### src/rtl/alu_op_issuer.sv
// Command-driven initiator for an external combinational 32-bit ALU.
// Owns a register file with a load port; one command in flight, 4-cycle cadence.
module alu_op_issuer #(
  parameter int NREG = 8,
  parameter int AW   = 3,
  parameter int DW   = 32
) (
  input  logic          clk,
  input  logic          rst_n,
  input  logic          cmd_valid,
  output logic          cmd_ready,
  input  logic [4:0]    cmd_op,
  input  logic [AW-1:0] cmd_rs,
  input  logic [AW-1:0] cmd_rt,
  input  logic [AW-1:0] cmd_rd,
  input  logic          ld_valid,
  input  logic [AW-1:0] ld_addr,
  input  logic [DW-1:0] ld_data,
  output logic [DW-1:0] alu_a,
  output logic [DW-1:0] alu_b,
  output logic [4:0]    alu_op,
  input  logic [DW-1:0] alu_out,
  output logic          done,
  output logic [AW-1:0] done_rd,
  output logic [DW-1:0] done_data,
  output logic          busy
);

  typedef enum logic [1:0] {
    S_IDLE = 2'd0,
    S_RD   = 2'd1,
    S_EX   = 2'd2,
    S_DONE = 2'd3
  } state_t;

  state_t        state_q, state_d;
  logic [DW-1:0] regs_q [NREG];
  logic [DW-1:0] regs_d [NREG];
  logic [4:0]    op_q, op_d;
  logic [AW-1:0] rs_q, rs_d;
  logic [AW-1:0] rt_q, rt_d;
  logic [AW-1:0] rd_q, rd_d;
  logic [DW-1:0] alu_a_q, alu_a_d;
  logic [DW-1:0] alu_b_q, alu_b_d;
  logic [4:0]    alu_op_q, alu_op_d;
  logic [AW-1:0] done_rd_q, done_rd_d;
  logic [DW-1:0] done_data_q, done_data_d;

  always_comb begin
    state_d     = state_q;
    regs_d      = regs_q;
    op_d        = op_q;
    rs_d        = rs_q;
    rt_d        = rt_q;
    rd_d        = rd_q;
    alu_a_d     = alu_a_q;
    alu_b_d     = alu_b_q;
    alu_op_d    = alu_op_q;
    done_rd_d   = done_rd_q;
    done_data_d = done_data_q;
    case (state_q)
      S_IDLE: begin
        // Load lands on the accept edge, so the following RD sees it.
        if (ld_valid && (ld_addr != '0)) regs_d[ld_addr] = ld_data;
        if (cmd_valid) begin
          op_d    = cmd_op;
          rs_d    = cmd_rs;
          rt_d    = cmd_rt;
          rd_d    = cmd_rd;
          state_d = S_RD;
        end
      end
      S_RD: begin
        alu_a_d  = (rs_q == '0) ? '0 : regs_q[rs_q];
        alu_b_d  = (rt_q == '0) ? '0 : regs_q[rt_q];
        alu_op_d = op_q;
        state_d  = S_EX;
      end
      S_EX: begin
        if (rd_q != '0) regs_d[rd_q] = alu_out;
        done_data_d = alu_out;
        done_rd_d   = rd_q;
        alu_op_d    = '0;
        state_d     = S_DONE;
      end
      S_DONE: begin
        state_d = S_IDLE;
      end
      default: state_d = S_IDLE;
    endcase
  end

  always_ff @(posedge clk) begin
    if (!rst_n) begin
      state_q <= S_IDLE;
      for (int unsigned i = 0; i < NREG; i++) regs_q[i] <= '0;
      op_q        <= '0;
      rs_q        <= '0;
      rt_q        <= '0;
      rd_q        <= '0;
      alu_a_q     <= '0;
      alu_b_q     <= '0;
      alu_op_q    <= '0;
      done_rd_q   <= '0;
      done_data_q <= '0;
    end else begin
      state_q     <= state_d;
      regs_q      <= regs_d;
      op_q        <= op_d;
      rs_q        <= rs_d;
      rt_q        <= rt_d;
      rd_q        <= rd_d;
      alu_a_q     <= alu_a_d;
      alu_b_q     <= alu_b_d;
      alu_op_q    <= alu_op_d;
      done_rd_q   <= done_rd_d;
      done_data_q <= done_data_d;
    end
  end

  assign cmd_ready = (state_q == S_IDLE);
  assign busy      = ~cmd_ready;
  assign done      = (state_q == S_DONE);
  assign done_rd   = done_rd_q;
  assign done_data = done_data_q;
  assign alu_a     = alu_a_q;
  assign alu_b     = alu_b_q;
  assign alu_op    = alu_op_q;

endmodule

### config.mk
export PLATFORM = sky130hd
export DESIGN_NAME = alu_op_issuer
export DESIGN_NICKNAME = d
export VERILOG_FILES = /design/src/rtl/alu_op_issuer.sv
export SDC_FILE = /design/constraint.sdc
export NUM_CORES = 1
export LEC_CHECK = 0
export BUFFER_PORTS_ARGS = -buffer_cell sky130_fd_sc_hd__clkbuf_2
export CAP_MARGIN = 5
export CORE_UTILIZATION = 39
export CTS_CLUSTER_DIAMETER = 80
export CTS_CLUSTER_SIZE = 20
export DETAILED_ROUTE_END_ITERATION = 6
export HOLD_SLACK_MARGIN = 0.15
export RECOVER_POWER = 100
export SYNTH_ARGS = -nofsm -noshare
export SYNTH_HDL_FRONTEND = slang
export SYNTH_SLANG_ARGS = --single-unit
### constraint.sdc
create_clock -name clk -period 2.3 [get_ports clk]
set_input_delay 0.23 -clock clk [delete_from_list [all_inputs] [get_ports clk]]
set_output_delay 0.23 -clock clk [all_outputs]
set_load 0.05 [all_outputs]
==> summary.md <==
| Metric | Value |
|---|---|
| Outcome | `finished, violations left` |
| Failing checks | `DRC` |
| Worst-Margin Slew | `695 ps` |
| Initial antenna violation count | `0` |
| Die Wd | `221 µm` |
| WL/cell | `24.5 µm` |
| Row count | `79` |
| CP cell instances | `clkbuf_2, mux2i_1, o22ai_1, a211oi_1, a21oi_1` |
| Nets | `2173` |
| Maximum VDD drop | `699 µV` |
| Initial DRC Count | `1636` |
| RSZ-0062 raised after global routing | `false` |
| Syn_nets | `2069` |
| Mapped Cells | `1980` |
| Buf+Inv Stages, Crit Path | `1` |
| Clock Latency Late Sink | `590 ps` |
| CTS buffer count | `28` |
| Final number of max-transition violations | `0` |
| Top FF cell, synth | `dfxtp_1` |
| Tightest Hold Check Type | `input pin to register` |
| Core area | `47000 µm²` |
| Endpoint type of the worst setup path | `register` |
| First-pass GRT wire length | `101000 µm` |
| Cell Pwr Density | `1010 nW/µm²` |
| Cell taking the most area after synthesis | `dfxtp_1` |
| Max frequency | `448 MHz` |
| Sequential fraction of the synthesis area | `0.367` |
| Clk_skew | `18.4 ps` |
| I/O Pins | `192` |
| WP depth | `5` |
| Yosys warns | `0` |
| CTS Buffer Depth | `3` |
| # DRC | `1` |
| # H-tree levels | `1` |
| Total GRT Usage | `0.261` |
| Synth top area cells | `dfxtp_1, mux2i_1, a22oi_1` |
| Filler cells | `4440` |
| Die height | `221 µm` |
| Syn Area/Cell | `9.46 µm²` |
| Final wirelength | `66500 µm` |
| Final worst-path cycle share | `0.971` |
| Starting Density | `0.399` |
| Yosys reg bits | `344` |
| Setup TNS | `0 ps` |
| LEAKAGE | `8.01 nW` |
| Post-synth cell types | `53` |
| Critical path class | `register to register` |
| HPWL after detailed placement | `41400 µm` |
| CTS sink count | `344` |
| Clock root buffer | `clkbuf_16` |
| Post-route cell area | `21700 µm²` |
| Post-synth EDFFs | `0` |
| Routed vias | `17016` |
| Layout cells sized above 1 | `0.150` |
| Vias in the first global route | `16412` |
| Endpoints failing setup | `0` |
| Async S/R FF share, synth | `0` |
| Critical path's slowest cell | `dfxtp_2` |
| R2R cell count | `5` |
| Delay of the slowest cell on the worst path | `730 ps` |
| Worst-path clk slew | `90 ps` |
| TritonCTS clock tree | `yes` |
| Pin count of the biggest net entering global routing | `93` |
| Port bufs | `191` |
| Vias per inst | `6.27` |
| Final hold viol count | `0` |
| Family with the most delay on the worst path | `flip-flops` |
| Post-synth top area share | `0.367` |
| Gp weighted congestion | `0.841` |
| Setup crit start kind | `register` |
| Area delta synth->final | `15.6%` |
| Max cap viols | `0` |
| Mapped Area | `18700 µm²` |
| Critical path arrival | `2700 ps` |
| Grt ovf | `0` |
| Die area | `48900 µm²` |
| Minimum clock period | `2230 ps` |
| CP max FO | `15` |
| Slew headroom | `0.537` |
| Hold depth | `4` |
| Drt pass-1 iters | `7` |
| Post-placement cell area | `20300 µm²` |
| ANT cells | `0` |
| ANT nets after route | `0` |
| Data required time of the critical path | `2770 ps` |
## metrics by stage
step	std cells	utilization	setup WS (ps)	total power, W	hold WS, ps
final	2712	0.461	66.0	0.0218	170
after global routing	2712	0.461	6.68	0.0227	183
after CTS	2712	0.466	109	0.0221	150
after detailed placement	2604	0.432	213	0.0166	458
after global placement	2604	0.432	268	0.0165	454
after floorplan	1980	-	113	0.0139	375
## synth_stat cells, types with 7 or more instances
cell type	n
o2bb2ai_1	124
o21ai_0	30
buf_6	25
a211oi_1	26
o22ai_1	26
a32oi_1	93
and2_1	125
o221a_2	36
buf_2	57
a22oi_1	165
dfxtp_1	344
a21oi_1	38
mux2i_1	186
mux2_2	36
o211a_1	96
nand2_1	133
nor2b_1	80
buf_4	14
clkbuf_1	166
nand2b_1	7
nor2_1	63
o221ai_1	36
a21boi_0	16
## cells by family (layout without fill, tap and decap cells)
group	count (synthesis)	in the layout	synth area share
compound gates	702	702	0.311
fa+ha+maj	4	4	0.00267
buf+inv	267	392	0.0702
flops	344	344	0.367
mux	224	224	0.123
simple gates	439	439	0.126
## timing repair
action / in CTS / in global routing
hold buffers: 57 / 0
setup endpoints to repair: 0 / 1
resized for setup: 0 / 1
endpoints found under the hold margin: 74 / 0
setup buffers: 0 / 0
## placed cells by master, fill, tap and decap left out, drive strengths merged, types with 2 or more instances in the layout
| cell | n |
|---|---|
| o22a | 2 |
| o2bb2ai | 124 |
| nand2b | 7 |
| dfxtp | 344 |
| nor4b | 4 |
| clkinvlp | 2 |
| dlygate4sd3 | 57 |
| ha | 4 |
| a21boi | 18 |
| o211a | 96 |
| mux2i | 186 |
| and3 | 2 |
| buf | 78 |
| nor2b | 80 |
| inv | 12 |
| clkbuf | 233 |
| a211o | 2 |
| nand2 | 133 |
| a21oi | 38 |
| o22ai | 30 |
| a211oi | 26 |
| nor2 | 64 |
| nor4bb | 4 |
| mux4 | 2 |
| mux2 | 36 |
| clkinv | 7 |
| a22oi | 165 |
| bufinv | 3 |
| a32oi | 93 |
| a21o | 2 |
| o21ai | 30 |
| o21a | 2 |
| nand4b | 2 |
| and3b | 2 |
| o221ai | 36 |
| o221a | 36 |
| and4b | 3 |
| nor3b | 6 |
| and2 | 126 |
## path summary, 6_finish.rpt
| kind | startpoint | endpoint | slack (ps) |
|---|---|---|---|
| worst min register to register | op_q[1] | op_q[1] | 470 |
| worst max register to register | rt_q[1] | alu_b[18] | 70 |
| worst max-delay path | rt_q[1] | alu_b[18] | 70 |
| worst min-delay path | ld_data[26] | regs_q[26] | 170 |
## flip-flops by register name, summed over array words and instances (netlist names)
| name | flops |
|---|---|
| regs_q | 224 |
| alu_a | 32 |
| alu_b | 32 |
| done_data | 32 |
| alu_op | 5 |
| op_q | 5 |
| done_rd | 3 |
| rd_q | 3 |
| rs_q | 3 |
| rt_q | 3 |
| state_q | 2 |
## per-layer routing
metal	global-route usage	wire [µm]
met1	0.357	29600
met5	0	0
met4	0.0787	1630
met3	0.0409	5170
met2	0.419	30100
## report_power, final
group | internal, W | switching, W | total, W | leakage (nW)
clock network | 0.00276 | 0.00262 | 0.00538 | 0.486
registers | 0.00688 | 0.000678 | 0.00756 | 2.79
logic | 0.00263 | 0.00622 | 0.00885 | 4.74
## area by class of cell
cell class | count | area, µm² | share of cell area
Clock buffer | 30 | 729 | 0.0337
Tap cell | 607 | 759 | 0.0351
Multi-Input combinational cell | 1369 | 10600 | 0.491
Clock inverter | 21 | 278 | 0.0128
Sequential cell | 344 | 6890 | 0.318
Inverter | 3 | 11.3 | 0.000520
Timing Repair Buffer | 338 | 2370 | 0.109
## worst min-delay path, cell delays in order
cell	delay (ps)
clkbuf_2	140
a22oi_1	100
o2bb2ai_1	130
and2_1	110
(Power assumes the default switching activity.)
